$ cat config.mk
export PLATFORM = sky130hd
export DESIGN_NAME = tof_stream_sequencer
export DESIGN_NICKNAME = d
export VERILOG_FILES = /design/src/rtl/tof_stream_sequencer.sv
export SDC_FILE = /design/constraint.sdc
export NUM_CORES = 1
export LEC_CHECK = 0
export ABC_AREA = 1
export CAP_MARGIN = 20
export CORE_UTILIZATION = 35
export CTS_BUF_LIST = sky130_fd_sc_hd__clkbuf_2
export CTS_CLUSTER_DIAMETER = 200
export DETAILED_ROUTE_END_ITERATION = 10
export HOLD_SLACK_MARGIN = 0.15
export PLACE_DENSITY_LB_ADDON = 0.25
export SETUP_SLACK_MARGIN = 0.02
export SLEW_MARGIN = 25
export SYNTH_ARGS = -nofsm -noshare
export SYNTH_HDL_FRONTEND = slang
export SYNTH_SLANG_ARGS = --single-unit
$ cat constraint.sdc
create_clock -name clk -period 6.9 [get_ports clk]
set_input_delay 0.69 -clock clk [delete_from_list [all_inputs] [get_ports clk]]
set_output_delay 0.69 -clock clk [all_outputs]
set_load 0.02 [all_outputs]
$ cat src/rtl/tof_stream_sequencer.sv
`default_nettype none
// ============================================================================
// Module   : tof_stream_sequencer
// Brief    : Captures ToF timestamp frames and streams them word-by-word to a
//            histogram builder over a run of ACQ_NUM acquisitions.
//            Optional inter-acquisition gap: define SEQ_ACQ_GAP_EN.
// Revision : 1.0 - initial release
// ============================================================================

// Defaults for the sizes normally provided by parametersSiFH.vh.
`ifndef Np
`define Np 10
`endif
`ifndef PIXEL_NUM
`define PIXEL_NUM 3
`endif
`ifndef ACQ_NUM
`define ACQ_NUM 2
`endif

module tof_stream_sequencer (
    input  logic                               clk,
    input  logic                               res,
    input  logic                               start,
    input  logic                               hitValid,
    input  logic [`PIXEL_NUM*2*`Np-1:0]        hitData,
    output logic                               ready,
    output logic                               wrEn,
    output logic [`Np-1:0]                     data,
    output logic [$clog2(`ACQ_NUM):0]          acqCnt,
    output logic                               busy,
    output logic                               done
);

    localparam int c_WORDS = 2 * `PIXEL_NUM;
    localparam int c_IDX_W = $clog2(c_WORDS);
    localparam int c_CNT_W = $clog2(`ACQ_NUM) + 1;
    localparam logic [c_IDX_W-1:0] c_LAST_IDX = c_IDX_W'(c_WORDS - 1);
    localparam logic [c_CNT_W-1:0] c_LAST_ACQ = c_CNT_W'(`ACQ_NUM - 1);

    typedef enum logic [2:0] {
        S_IDLE   = 3'd0,
        S_WAIT   = 3'd1,
        S_STREAM = 3'd2,
        S_DONE   = 3'd3
`ifdef SEQ_ACQ_GAP_EN
        ,
        S_GAP    = 3'd4
`endif
    } state_t;

    state_t               r_state;
    logic [`Np-1:0]       r_frame [c_WORDS];
    logic [c_IDX_W-1:0]   r_wordIdx;
`ifdef SEQ_ACQ_GAP_EN
    localparam int c_GAP_CYCLES = 4;
    logic [1:0]           r_gapCnt;
`endif

    always_ff @(posedge clk) begin
        if (!res) begin
            r_state   <= S_IDLE;
            r_wordIdx <= '0;
            ready     <= 1'b0;
            wrEn      <= 1'b0;
            data      <= '0;
            acqCnt    <= '0;
            busy      <= 1'b0;
            done      <= 1'b0;
            for (int i = 0; i < c_WORDS; i++) begin
                r_frame[i] <= '0;
            end
`ifdef SEQ_ACQ_GAP_EN
            r_gapCnt  <= '0;
`endif
        end else begin
            case (r_state)
                S_IDLE: begin
                    ready     <= 1'b0;
                    wrEn      <= 1'b0;
                    data      <= '0;
                    done      <= 1'b0;
                    busy      <= 1'b0;
                    acqCnt    <= '0;
                    r_wordIdx <= '0;
                    if (start) begin
                        busy    <= 1'b1;
                        ready   <= 1'b1;
                        r_state <= S_WAIT;
                    end
                end

                // Capture only once ready is visible, so a frame is never
                // taken in the cycle ready is still low after a stream.
                S_WAIT: begin
                    wrEn  <= 1'b0;
                    data  <= '0;
                    ready <= 1'b1;
                    if (hitValid && ready) begin
                        for (int i = 0; i < c_WORDS; i++) begin
                            r_frame[i] <= hitData[i*`Np +: `Np];
                        end
                        ready     <= 1'b0;
                        r_wordIdx <= '0;
                        r_state   <= S_STREAM;
                    end
                end

                S_STREAM: begin
                    wrEn <= 1'b1;
                    data <= r_frame[r_wordIdx];
                    if (r_wordIdx == c_LAST_IDX) begin
                        r_wordIdx <= '0;
                        if (acqCnt == c_LAST_ACQ) begin
                            r_state <= S_DONE;
                        end else begin
                            acqCnt  <= acqCnt + c_CNT_W'(1);
`ifdef SEQ_ACQ_GAP_EN
                            r_gapCnt <= '0;
                            r_state  <= S_GAP;
`else
                            r_state  <= S_WAIT;
`endif
                        end
                    end else begin
                        r_wordIdx <= r_wordIdx + c_IDX_W'(1);
                    end
                end

`ifdef SEQ_ACQ_GAP_EN
                S_GAP: begin
                    wrEn  <= 1'b0;
                    data  <= '0;
                    ready <= 1'b0;
                    if (r_gapCnt == 2'(c_GAP_CYCLES - 1)) begin
                        r_state <= S_WAIT;
                    end else begin
                        r_gapCnt <= r_gapCnt + 2'd1;
                    end
                end
`endif

                S_DONE: begin
                    wrEn    <= 1'b0;
                    data    <= '0;
                    ready   <= 1'b0;
                    done    <= 1'b1;
                    r_state <= S_IDLE;
                end

                default: r_state <= S_IDLE;
            endcase
        end
    end

endmodule

`default_nettype wire

==> impl_results.md, run 1 <==
* HP Class: register to register
* Synthesis Warnings at 0
* Fmax at 447 MHz
* Initial DRC count at 72
* First-pass GRT wire length at 12700 µm
* Reg2reg setup slack at 4.92 ns
* Post-synth design cell area at 3900 µm²
* Gate power share at 30.3%
* Post-route cell area at 4900 µm²
* Critical Path RT at 6.21 ns
* Least-Margin Pin Slew at 0.766 ns
* Post-DR vias/cell at 4.24
* Post-synthesis sequential area ratio at 58.4%
* CP Max Fanout at 3
* CTS tree: done
* IO Port Bufs at 79
* Slew Viols, Final at 0
* Sequence of cells on the critical path: clkdlybuf4s50_1
* Clock Sinks at 84
* Crit share post-route at 32.4%
* Total Routing Usage GR at 14.4%
* Clock skew at 0.0353 ns
* Fin Hold WS at 0.499 ns
* Area Growth Syn to Fin at 25.4%
* Routed WL at 7630 µm
* # Post-CTS Setup Buffers at 0
* Crit start category: register
* Final setup violation count at 0
* Hold_buf cts at 0
* Worst skew pair latency at 0.52 ns
* Die area at 11600 µm²
* Remaining antenna violation count at 0
* Worst Path Buf+Inv at 1
* Cts bufs inserted at 9
* Critical Path Slowest Stage Cell: clkdlybuf4s50_1
* Initial antenna violation count at 0
* Drc violations at 0
* Syn avg cell area at 8.45 µm²
* Post-synthesis cell count at 462
* Vias in the first global route at 2849
* Core area at 10800 µm²
* Pwr dens at 269 nW/µm²
* Wirelength per Cell at 11.2 µm
* Highest ir drop seen on vdd at 144 µV
* Core Rows at 38
* #FFs+latches synth at 84
* Unique masters post-synth at 20
* Slew margin rel. at 48.9%
* Detailed Routing Iterations Pass 1 at 6
* Congestion Overflow GR at 0
* Inserted Diodes at 0
* Number of H-tree levels at 3
* CTS root buf: clkbuf_2
* Post-synth ARST share at 0%
* Post-synth top cells: inv_1 (115), nor2_1 (92), nand2_1 (79), edfxtp_1 (60), dfxtp_1 (24)
* Area leader, netlist: edfxtp_1
* Leakage Power at 2.29 nW
* Run status: complete, no violations
* Post-Place Cells at 664
* MaxCap Viol Count at 0
* CTS clk-pin slew, worst paths at 0.24 ns
* Int Pwr at 0.000848 W
* Synth Flop Type: edfxtp_1
* CP arrival at 1.55 ns
* I/O pins at 80
* NetSw at 0.000467 W
* Area after DPL at 4790 µm²
* Layout Nets at 606
* Switching Share at 35.5%
* Share of layout cells above drive strength 1 at 4.44%
* Unrepaired setup endpoints after global routing: no
* Reg power frac at 50.8%
* Initial Util at 36.0%
* Critical setup path kind: register to output port
* CP max stage delay at 0.61 ns
* Largest net degree at the start of global routing at 61
* Maximum buffer depth of the clock tree at 2
* Final setup TNS at 0 ns
* Post-DP HPWL at 5360 µm
* Non-Filler Instances at 680
* Clk network pwr share at 18.9%
* Hold Violations, Final at 0
* Syn nets at 533
* Minimum clock period at 2.24 ns
* Top-area cell type share of the netlist area at 46.1%
* Post-synth EDFFs at 60
* Count leader, synth: inv_1
* Gpl congestion at 0.784
* Total number of vias at 2882
* Die Wd at 108 µm
* Post_cts resized at 0
* CP delay by family, top: buffers and inverters
* Worst setup EP type: output port
* Die span in y at 108 µm
* Area contributors post-synth: edfxtp_1 (46%), dfxtp_1 (12%), inv_1 (11%), nor2_1 (8.8%), nand2_1 (7.6%)
[placed cells by master (no fill, tap or decap)]
cell / synthesis / routed
o21ai_2: 1 / 1
inv_4: 0 / 2
inv_2: 1 / 2
o21ai_0: 17 / 16
a31oi_1: 1 / 1
nand3_1: 23 / 23
clkinv_1: 0 / 1
dfxtp_1: 24 / 24
clkbuf_2: 0 / 9
nor2_4: 1 / 1
nand4_1: 1 / 1
a21oi_1: 16 / 16
nor2_1: 92 / 92
edfxtp_1: 60 / 60
bufinv_16: 0 / 1
o21ai_4: 0 / 1
buf_4: 0 / 2
inv_6: 0 / 1
xor2_1: 1 / 1
nand2_1: 79 / 79
nand2_2: 3 / 3
ha_1: 7 / 7
clkinv_2: 0 / 1
inv_1: 115 / 115
o21a_1: 1 / 1
clkdlybuf4s50_1: 0 / 79
[power by group through the flow]
stage | Sequential (W) | Clock [W] | Combinational [W]
2_1_floorplan | 0.000670 | 0 | 0.000284
3_3_place_gp | 0.000680 | 0 | 0.000398
3_5_place_dp | 0.000682 | 0 | 0.000403
4_1_cts | 0.000670 | 0.000259 | 0.000406
5_1_grt | 0.000680 | 0.000279 | 0.000456
6_report | 0.000668 | 0.000249 | 0.000399
[routing by layer]
metal	up-vias	wire, µm	GRT usage [%]
met5	-	0	0
met4	0	71	4.99
met3	7	330	3.39
met2	60	3510	23.7
met1	1282	3710	18.6
li1	1533	-	-
[state kept, by name (all words and copies together) (netlist names), named ones only]
register / count
ready: 1
wrEn: 1
r_state: 2
acqCnt: 2
done: 1
r_wordIdx: 3
r_frame: 60
data: 10
busy: 1
[tightest hold or removal path, stage by stage (launching register included)]
cell	delay (ns)
dfxtp_1	0.37
inv_1	0.05
a21oi_1	0.07
[through the flow]
stage               setup slack, ns  power (W)  util (%)
finish                         4.66    0.00132      45.2
global route                   4.53    0.00141      45.2
CTS                            4.59    0.00134      45.2
detailed placement             4.41    0.00108      44.2
global placement               4.46    0.00108      44.2
floorplan                      1.35   0.000954         -
[logic make-up after synthesis]
logic type,synth area share (%)
xor gates and xnor gates,0.224
adders and majority gates,2.24
AOI/OAI and AO/OA,4.81
and+or+nand+nor,20.3
buffers and inverters,14.0
DFF,58.4
[path summary, 6_finish.rpt]
check	from	cells past startpoint	to
setup / recovery	acqCnt[0]	1	acqCnt[0]
setup reg to reg	register	5	data[4]
hold / removal	r_wordIdx[2]	2	r_wordIdx[2]
hold reg to reg	r_wordIdx[2]	2	r_wordIdx[2]
[area by class of cell]
| type | instances | area [µm²] |
|---|---|---|
| Clock buffer | 9 | 45.0 |
| Sequential cell | 84 | 2280 |
| Multi-Input combinational cell | 243 | 1090 |
| Inverter | 116 | 435 |
| Tap cell | 140 | 175 |
| Fill cell | 1107 | 5940 |
| Timing Repair Buffer | 81 | 806 |
| Clock inverter | 7 | 63.8 |
No activity file was read; power rests on OpenSTA's default activity.
==> inputs of run 2 (changes only) <==
==> constraint.sdc (replaced) <==
create_clock -name clk -period 2 [get_ports clk]
set_input_delay 0.2 -clock clk [delete_from_list [all_inputs] [get_ports clk]]
set_output_delay 0.2 -clock clk [all_outputs]
set_load 0.02 [all_outputs]
==> impl_results.md, run 2 (synthesized netlist as in run 1, its figures left out) <==
* Run status: complete, no violations
* CTS tree: done
* Congestion Overflow GR at 0
* Biggest regs: r_frame x60, data x10, r_wordIdx x3
* Switching Share at 33.8%
* NetSw at 0.00164 W
* Core Rows at 38
* Post-Place Cells at 667
* Layout Nets at 609
* Total Routing Usage GR at 14.5%
* Total number of vias at 2917
* Sequence of cells on the critical path: clkdlybuf4s50_1
* Clock skew at 0.0259 ns
* Final setup TNS at 0 ns
* I/O pins at 80
* Hold_buf cts at 0
* Highest ir drop seen on vdd at 555 µV
* CP Max Fanout at 3
* CP delay by family, top: buffers and inverters
* First-pass GRT wire length at 12800 µm
* Max reg flops at 60
* Worst setup EP type: output port
* Fillers at 1082
* Detailed Routing Iterations Pass 1 at 4
* Critical Path RT at 1.80 ns
* Unrepaired setup endpoints after global routing: no
* Minimum clock period at 1.72 ns
* Worst skew pair latency at 0.52 ns
* Remaining antenna violation count at 0
* Reg with most FFs: r_frame
* Commonest non-fill, non-tap cell in the layout: inv_1
* Reg power frac at 45.6%
* Post_cts resized at 0
* CP max stage delay at 0.61 ns
* Hold Violations, Final at 0
* CTS root buf: clkbuf_2
* Maximum buffer depth of the clock tree at 2
* Die span in y at 108 µm
* Initial DRC count at 99
* Largest net degree at the start of global routing at 61
* Die Wd at 108 µm
* Initial Util at 36.0%
* Non-Filler Instances at 683
* Die area at 11600 µm²
* Crit share post-route at 86.1%
* Final setup violation count at 0
* # Post-CTS Setup Buffers at 0
* Int Pwr at 0.00322 W
* Leakage Power at 2.33 nW
* Post-DR vias/cell at 4.27
* Initial antenna violation count at 0
* Slew Viols, Final at 0
* Critical Path Slowest Stage Cell: clkdlybuf4s50_1
* Most frequent cells in the layout: inv_1 (113), nor2_1 (92), nand2_1 (79), clkdlybuf4s50_1 (79), edfxtp_1 (60)
* Core area at 10800 µm²
* Gpl congestion at 0.771
* Wirelength per Cell at 11.5 µm
* CTS clk-pin slew, worst paths at 0.22 ns
* Worst Path Buf+Inv at 1
* CP arrival at 1.52 ns
* Critical setup path kind: register to output port
* Clock Sinks at 84
* Multi-input logic area at 1100 µm²
* Cts bufs inserted at 9
* Clk network pwr share at 22.8%
* Crit start category: register
* Fmax at 581 MHz
* Vias in the first global route at 2869
* Gate power share at 31.6%
* Area Growth Syn to Fin at 28.3%
* Sequential Area at 2290 µm²
* Drc violations at 0
* Pwr dens at 969 nW/µm²
* Slew margin rel. at 60.2%
* Post-DP HPWL at 5590 µm
* HP Class: primary input to register
* MaxCap Viol Count at 0
* IO Port Bufs at 79
* Least-Margin Pin Slew at 0.596 ns
* Number of H-tree levels at 3
* Routed WL at 7850 µm
* Share of layout cells above drive strength 1 at 6.08%
* Inserted Diodes at 0
[run 2: cell count changes in the layout (fill, tap and decap cells not counted), sizes merged]
cell	previous run	this run
inv	120	116
buf	2	5
clkinvlp	0	1
clkinv	2	3
bufinv	1	3
[run 2: worst paths after layout]
| kind | startpoint | cells after the start | slack (ns) | endpoint |
|---|---|---|---|---|
| worst max-delay path | acqCnt[1] | 1 | 0.28 | acqCnt[1] |
| worst min-delay path | start | 3 | 0.25 | busy |
| worst min register to register | acqCnt[1] | 2 | 0.50 | acqCnt[1] |
| worst max register to register | r_state[0] | 4 | 0.45 | data[2] |
[run 2: layout make-up]
| class | count | area share, % |
|---|---|---|
| Timing Repair Buffer | 84 | 17.0 |
| Sequential cell | 84 | 45.6 |
| Clock buffer | 9 | 0.899 |
| Multi-Input combinational cell | 243 | 22.0 |
| Tap cell | 140 | 3.50 |
| Clock inverter | 7 | 2.30 |
| Inverter | 116 | 8.69 |
[run 2: stage by stage]
| step | setup WS, ns | total power [W] | util, % | cell area (µm²) | hold slack, ns |
|---|---|---|---|---|---|
| 6_report | 0.278 | 0.00486 | 46.2 | 5010 | 0.249 |
| 5_1_grt | 0.144 | 0.00518 | 46.2 | 5010 | 0.209 |
| 4_1_cts | 0.219 | 0.00492 | 46.2 | 5010 | 0.207 |
| 3_5_place_dp | 0.365 | 0.00380 | 44.7 | 4850 | 0.470 |
| 3_3_place_gp | 0.387 | 0.00376 | 44.7 | 4850 | 0.465 |
| 2_1_floorplan | 0.00870 | 0.00331 | - | 3930 | 0.340 |
[run 2: per-layer routing]
metal  track usage (%)  up-vias  wire, µm
met3              4.60        6       432
met4              3.23        0        73
met1              18.1     1297      3610
met5                 0        -         0
met2              24.4       78      3740
li1                  -     1536         -
[run 2: power by group through the flow]
stage	Sequential, W	Combinational (W)	Clock, W
6_report	0.00222	0.00153	0.00111
5_1_grt	0.00225	0.00173	0.00120
4_1_cts	0.00222	0.00156	0.00114
3_5_place_dp	0.00226	0.00155	0
3_3_place_gp	0.00225	0.00151	0
2_1_floorplan	0.00231	0.00100	0
==> inputs of run 3 (changes only) <==
--- a/config.mk
+++ b/config.mk
@@ -11,6 +11,7 @@
 export CTS_BUF_LIST = sky130_fd_sc_hd__clkbuf_2
 export CTS_CLUSTER_DIAMETER = 200
 export DETAILED_ROUTE_END_ITERATION = 10
+export GPL_TIMING_DRIVEN = 0
 export HOLD_SLACK_MARGIN = 0.15
 export PLACE_DENSITY_LB_ADDON = 0.25
 export SETUP_SLACK_MARGIN = 0.02
==> impl_results.md, run 3 (synthesized netlist as in run 1, its figures left out) <==
* Fmax at 567 MHz
* Share of layout cells above drive strength 1 at 8.39%
* Drc violations at 0
* CP Max Fanout at 3
* Highest ir drop seen on vdd at 605 µV
* Crit start category: register
* Critical Path Slowest Stage Cell: clkdlybuf4s50_1
* Biggest regs: r_frame x60, data x10, r_wordIdx x3
* # Post-CTS Setup Buffers at 0
* Commonest non-fill, non-tap cell in the layout: inv_1
* Run status: complete, no violations
* Post-Place Setup Slack at 0.0867 ns
* Wirelength per Cell at 11.2 µm
* Worst skew pair latency at 0.54 ns
* Post_cts resized at 0
* Critical setup path kind: register to output port
* Minimum clock period at 1.76 ns
* Largest net degree at the start of global routing at 21
* Final setup TNS at 0 ns
* Most frequent cells in the layout: inv_1 (113), nor2_1 (92), nand2_1 (79), clkdlybuf4s50_1 (79), edfxtp_1 (60)
* Initial Util at 36.0%
* Post-DR vias/cell at 4.29
* Slew Viols, Final at 0
* Non-Filler Instances at 700
* Die area at 11600 µm²
* I/O pins at 80
* Cts bufs inserted at 9
* Routed WL at 7870 µm
* Worst setup EP type: output port
* Worst hold start: start
* Congestion Overflow GR at 0
* Leakage Power at 2.36 nW
* Hold_buf cts at 0
* CP delay by family, top: buffers and inverters
* Least-Margin Pin Slew at 0.450 ns
* Gpl congestion at 0.780
* Core area at 10800 µm²
* Clock skew at 0.0422 ns
* Hold Violations, Final at 0
* Layout Nets at 626
* Final Total Pwr at 0.00471 W
* Total Routing Usage GR at 15.0%
* Unrepaired setup endpoints after global routing: no
* Worst setup margin at 0.238 ns
* CP startpoint: acqCnt[1]
* Total number of vias at 3001
* Inserted Diodes at 0
* Worst flop-to-flop path startpoint: r_state[1]
* Sequence of cells on the critical path: clkdlybuf4s50_1
* Maximum buffer depth of the clock tree at 2
* MaxCap Viol Count at 0
* CTS clk-pin slew, worst paths at 0.23 ns
* IO Port Bufs at 79
* Detailed Routing Iterations Pass 1 at 4
* CTS root buf: clkbuf_2
* Pwr dens at 927 nW/µm²
* Number of H-tree levels at 3
* Max reg flops at 60
* Final setup violation count at 0
* Post-Place Cells at 684
* Crit share post-route at 88.1%
* First-pass GRT wire length at 13200 µm
* Critical Path RT at 1.80 ns
* Post-layout util at 46.9%
* Vias in the first global route at 3018
* Initial antenna violation count at 0
* CP arrival at 1.56 ns
* Reg with most FFs: r_frame
* Area Growth Syn to Fin at 30.2%
* Initial DRC count at 81
* Remaining antenna violation count at 0
* CTS tree: done
* Slew margin rel. at 69.9%
* CP max stage delay at 0.61 ns
* Reg2reg setup slack at 0.26 ns
* Die Wd at 108 µm
* Post-DP HPWL at 6000 µm
* Core Rows at 38
* HP Class: primary input to register
* Clock Sinks at 84
* Die span in y at 108 µm
* Worst Path Buf+Inv at 1
==> run 3: per-layer routing <==
layer,vias to the layer above,track usage [%],wire length [µm]
met1,1351,18.4,3560
met5,-,0,0
li1,1577,-,-
met2,67,25.3,3790
met3,6,4.96,457
met4,0,3.42,63
==> run 3: path summary, 6_finish.rpt <==
kind / endpoint / cells after the start
worst max-delay path: acqCnt[1] / 1
worst max register to register: r_frame[3][3] / 6
worst min register to register: r_wordIdx[2] / 2
worst min-delay path: busy / 3
==> run 3: through the flow <==
step / cell area [µm²] / hold WS (ns)
final: 5080 / 0.228
after global routing: 5080 / 0.197
after CTS: 5080 / 0.185
after detailed placement: 4970 / 0.471
after global placement: 4900 / 0.472
after floorplan: 3930 / 0.340
==> run 3: power breakdown <==
group	internal (W)	leakage, nW	switching [W]	total (W)
combinational	0.000662	1.49	0.000963	0.00162
sequential	0.00210	0.818	0.000128	0.00222
clock	0.000290	0.0618	0.000576	0.000866
total	0.00305	2.36	0.00167	0.00471
==> run 3: area by class of cell <==
| cell class | instances | area, µm² |
|---|---|---|
| Buffer | 19 | 110 |
| Clock buffer | 10 | 50.0 |
| Clock inverter | 6 | 65.1 |
| Fill cell | 1085 | 5760 |
| Inverter | 116 | 435 |
| Multi-Input combinational cell | 243 | 1100 |
| Sequential cell | 84 | 2290 |
| Tap cell | 140 | 175 |
| Timing Repair Buffer | 82 | 861 |
